<file path="src/rtl/psu_sw_seq.sv">
// PSU soft-switch sequencer: drives PS_ON, waits for PWROK, then
// issues a stable power-good; enforces minimum off time and flags faults.
module psu_sw_seq #(
  parameter int MULTIPLIER       = 2,
  parameter int PWROK_TIMEOUT_US = 1000,
  parameter int ON_DLY_US        = 100,
  parameter int OFF_DLY_US       = 100
) (
  input  logic       iClk,
  input  logic       iRst_n,
  input  logic       iEnable,
  input  logic       iPsuPwrok,
  output logic       oPsuOn_n,
  output logic       oPwrgd,
  output logic       oFault,
  output logic [2:0] oState
);

  localparam int TO_T  = PWROK_TIMEOUT_US * MULTIPLIER;
  localparam int ON_T  = ON_DLY_US * MULTIPLIER;
  localparam int OFF_T = OFF_DLY_US * MULTIPLIER;

  generate
    if (TO_T < 1 || TO_T > 65535) begin : g_bad_to
      $error("psu_sw_seq: PWROK timeout out of 16-bit range");
    end
    if (ON_T < 1 || ON_T > 65535) begin : g_bad_on
      $error("psu_sw_seq: ON delay out of 16-bit range");
    end
    if (OFF_T < 1 || OFF_T > 65535) begin : g_bad_off
      $error("psu_sw_seq: OFF delay out of 16-bit range");
    end
  endgenerate

  localparam logic [15:0] TO_M1  = 16'(TO_T - 1);
  localparam logic [15:0] ON_M1  = 16'(ON_T - 1);
  localparam logic [15:0] OFF_M1 = 16'(OFF_T - 1);

  typedef enum logic [2:0] {
    IDLE    = 3'd0,
    ON_WAIT = 3'd1,
    ON_DLY  = 3'd2,
    ON      = 3'd3,
    OFF_DLY = 3'd4,
    FAULT   = 3'd5
  } state_t;

  state_t      state;
  state_t      nxt;
  logic [15:0] timer;
  logic        sync1;
  logic        pwrok;
  logic        timed;
  logic        expired;

  always_comb begin
    timed   = 1'b0;
    expired = 1'b0;
    unique case (1'b1)
      (state == ON_WAIT): begin
        timed   = 1'b1;
        expired = (timer == TO_M1);
      end
      (state == ON_DLY): begin
        timed   = 1'b1;
        expired = (timer == ON_M1);
      end
      (state == OFF_DLY): begin
        timed   = 1'b1;
        expired = (timer == OFF_M1);
      end
      default: ;
    endcase
  end

  // Disable always wins over pwrok loss so a clean shutdown never faults
  always_comb begin
    nxt = state;
    case (state)
      IDLE:    if (iEnable) nxt = ON_WAIT;
      ON_WAIT: begin
        if (!iEnable)    nxt = OFF_DLY;
        else if (pwrok)  nxt = ON_DLY;
        else if (expired) nxt = FAULT;
      end
      ON_DLY: begin
        if (!iEnable)     nxt = OFF_DLY;
        else if (!pwrok)  nxt = FAULT;
        else if (expired) nxt = ON;
      end
      ON: begin
        if (!iEnable)    nxt = OFF_DLY;
        else if (!pwrok) nxt = FAULT;
      end
      OFF_DLY: if (expired) nxt = IDLE;
      FAULT:   if (!iEnable) nxt = OFF_DLY;
      default: nxt = OFF_DLY;
    endcase
  end

  always_ff @(posedge iClk or negedge iRst_n) begin
    if (!iRst_n) begin
      sync1    <= 1'b0;
      pwrok    <= 1'b0;
      state    <= IDLE;
      timer    <= '0;
      oPsuOn_n <= 1'b1;
      oPwrgd   <= 1'b0;
      oFault   <= 1'b0;
      oState   <= 3'd0;
    end else begin
      sync1 <= iPsuPwrok;
      pwrok <= sync1;
      state <= nxt;
      if (nxt != state)
        timer <= '0;
      else if (timed)
        timer <= timer + 16'd1;
      oPsuOn_n <= !(nxt == ON_WAIT || nxt == ON_DLY || nxt == ON);
      oPwrgd   <= (nxt == ON);
      oFault   <= (nxt == FAULT);
      oState   <= nxt;
    end
  end

endmodule

</file>
<file path="config.mk">
export PLATFORM = sky130hd
export DESIGN_NAME = psu_sw_seq
export DESIGN_NICKNAME = d
export VERILOG_FILES = /design/src/rtl/psu_sw_seq.sv
export SDC_FILE = /design/constraint.sdc
export NUM_CORES = 1
export LEC_CHECK = 0
export ABC_AREA = 0
export CELL_PAD_IN_SITES_DETAIL_PLACEMENT = 1
export CELL_PAD_IN_SITES_GLOBAL_PLACEMENT = 1
export CORE_ASPECT_RATIO = 0.7
export CORE_MARGIN = 2
export CORE_UTILIZATION = 44
export CTS_CLUSTER_DIAMETER = 60
export DETAILED_ROUTE_END_ITERATION = 16
export PLACE_DENSITY = 0.78
export SYNTH_ARGS = -nofsm -noshare
export SYNTH_HDL_FRONTEND = slang
export SYNTH_SLANG_ARGS = --single-unit
</file>
<file path="constraint.sdc">
create_clock -name iClk -period 2.4 [get_ports iClk]
set_input_delay 0.48 -clock iClk [delete_from_list [all_inputs] [get_ports iClk]]
set_output_delay 0.48 -clock iClk [all_outputs]
set_load 0.01 [all_outputs]
</file>
==> results.sh <==
export IMPL_synth_nets=132
export IMPL_ctsHoldBuffers=0
export IMPL_crit_required_ns=2.55
export IMPL_via_per_inst=5.44
export IMPL_cts_path_max_buffers=2
export IMPL_arrival_ns=2.43
export IMPL_area_delta_synth_final_pct=20.0
export IMPL_drcViolationCount=0
export IMPL_layout_nets=150
export IMPL_drive_gt1_share_pct=12.5
export IMPL_avgSynthCellArea_um2=9.86
export IMPL_worst_slew_pin_slew_ns=0.583
export IMPL_ys_warn_count=0
export IMPL_max_slew_margin_pct=60.8
export IMPL_drt_pass1_iter_count=6
export IMPL_holdWs_ns=0.362
export IMPL_finalHoldViolations=0
export IMPL_critPathMaxFanout=16
export IMPL_max_cap_viol_count=0
export IMPL_die_w_um=67.8
export IMPL_place_port_buffers=9
export IMPL_synth_area_leaders="dfrtp_1, nor2_1, xnor2_1"
export IMPL_seq_area_frac_synth_pct=48.1
export IMPL_clock_latency_ns=0.27
export IMPL_ys_flop_type="dfrtp_1"
export IMPL_gp_congestion=0.770
export IMPL_multi_input_area_um2=592
export IMPL_layout_common_cells="dfrtp_1, nor2_1, clkdlybuf4s50_1"
export IMPL_cts_tree="done"
export IMPL_syn_inst=127
export IMPL_yosys_register_bits=24
export IMPL_end_kind="register"
export IMPL_antenna_found_initial=0
export IMPL_maxSlewViolCount=0
export IMPL_ioPinCount=10
export IMPL_cts_max_level=1
export IMPL_grt_usage_pct=21.0
export IMPL_finalCriticalPeriod_ns=2.28
export IMPL_dieArea_um2=3300
export IMPL_grt_overflow=0
export IMPL_vias=980
export IMPL_num_rows=16
export IMPL_clk_pin_slew_ns=0.09
export IMPL_fill_cells=304
export IMPL_timing_final_crit_share_pct=95.1
export IMPL_root_buffer="clkbuf_8"
export IMPL_dp_hpwl_um=2110
export IMPL_core_um2=2740
export IMPL_synthDistinctLibCells=37
export IMPL_setup_viol=0
export IMPL_diodes=0
export IMPL_worstSetupPathType="reg -> reg"
export IMPL_route_final_wire_length_um=3000
export IMPL_wl_per_cell_um=16.7
export IMPL_yosys_area_top_type="dfrtp_1"
export IMPL_finalPower_w=0.000781
export IMPL_synth_top_area_share_pct=46.0
export IMPL_power_density_nw_per_um2=520
export IMPL_dr_first_iter_drc_count=47
export IMPL_die_h_um=48.6
export IMPL_setup_tns_ns=0
export IMPL_regArea_um2=602
export IMPL_grt_max_degree=25
export IMPL_start_kind="register"
export IMPL_clock_sinks=24
export IMPL_synth_edff_count=0
export IMPL_status="finished, final reports clean"
export IMPL_hp_class="reg -> reg"
export IMPL_initial_core_util_pct=45.7
export IMPL_grt_pass1_vias=1003
export IMPL_ir_drop_mv=0.385
export IMPL_async_flop_share_pct=100
export IMPL_netlist_area_um2=1250
export IMPL_finClkSkew_ns=0.00240
export IMPL_fmax_ghz=0.438
export IMPL_ant_nets=0
export IMPL_leakage_nw=0.624
export IMPL_cts_buffers=3
export IMPL_grt_pass1_wl_um=5130
export IMPL_layout_commonest_cell="dfrtp_1"
-- cells in the mapped netlist (2+ instances only) --
master / number
dfrtp_1: 23
nor2_1: 21
xnor2_1: 8
xor2_1: 7
inv_1: 6
nand2_1: 6
a21oi_1: 4
nand3_1: 4
nand4_1: 4
nor3_1: 4
nor2b_1: 3
nor3b_1: 3
nor4_1: 3
o21ai_0: 3
and2_1: 2
and3_1: 2
buf_6: 2
clkbuf_1: 2
o21a_1: 2
-- final cells by class --
class                      instances  share of cell area (%)
multi-input combinational         92                    39.4
clock inverter                     1                    2.00
inverter                           6                    1.50
tap                               36                    3.00
clock buffer                       3                    2.75
timing repair buffer              18                    11.3
sequential                        24                    40.0
-- timing repair --
action                                  CTS  global route
pin swaps                                 1             0
gates resized for setup                   0             1
endpoints found under the setup margin   16            16
buffers inserted                          1             0
-- sequential cells by signal, summed over array words and instances (netlist names) --
signal	flops
timer	16
state	3
oFault	1
oPsuOn_n	1
oPwrgd	1
pwrok	1
sync1	1
-- metal layers --
metal / vias up / GRT usage, % / share of wire, %
met3: 2 / 4.88 / 2.2
met4: 0 / 3.00 / 0.43
li1: 472 / - / -
met1: 496 / 30.1 / 48
met2: 10 / 33.0 / 49
met5: - / 0 / 0
-- worst max-delay path, stage by stage (launching register included) --
cell	delay, ns
dfrtp_1	0.44
o21ai_1	0.25
o2111ai_1	0.28
a211oi_2	0.38
o31ai_1	0.16
o41ai_4	0.41
buf_12	0.19
nor3_1	0.06
-- stage by stage --
| stage | util (%) | instances | worst slack (ns) | area [µm²] |
|---|---|---|---|---|
| 2_1_floorplan | - | 127 | 0.192 | 1250 |
| 3_3_place_gp | 51.4 | 175 | 0.0217 | 1410 |
| 3_5_place_dp | 51.4 | 175 | -0.0951 | 1410 |
| 4_1_cts | 54.7 | 180 | 0.158 | 1500 |
| 5_1_grt | 54.8 | 180 | -0.0649 | 1500 |
| 6_report | 54.8 | 180 | 0.119 | 1500 |
-- cells by family (layout without fill, tap and decap cells) --
kind of cell    after synthesis  after routing  share of synthesized area, %
compound gates               19             19                          12.3
xor+xnor                     15             15                          10.5
fa+ha+maj                     1              1                         0.999
buf+inv                      11             28                          4.80
flops                        24             24                          48.1
mux                           1              1                         0.799
simple gates                 56             56                          22.6
-- path summary, 6_finish.rpt --
check                      startpoint        to  slack [ns]  depth (start not counted)
max                          state[0]  timer[3]        0.12                          7
min                             sync1     pwrok        0.36                          0
max reg2reg                  state[0]  timer[3]        0.12                          7
min reg2reg                     sync1     pwrok        0.36                          0
max in group asynchronous      iRst_n  oPsuOn_n        1.53                          2
min in group asynchronous      iRst_n    oPwrgd        0.58                          2
-- power by group --
part           leakage, nW  total (W)  internal [W]  switching (W)
logic                0.281  0.0000164    0.00000584      0.0000105
clock network       0.0357   0.000357      0.000223       0.000134
registers            0.307   0.000407      0.000406     0.00000170
(Power assumes the default switching activity.)
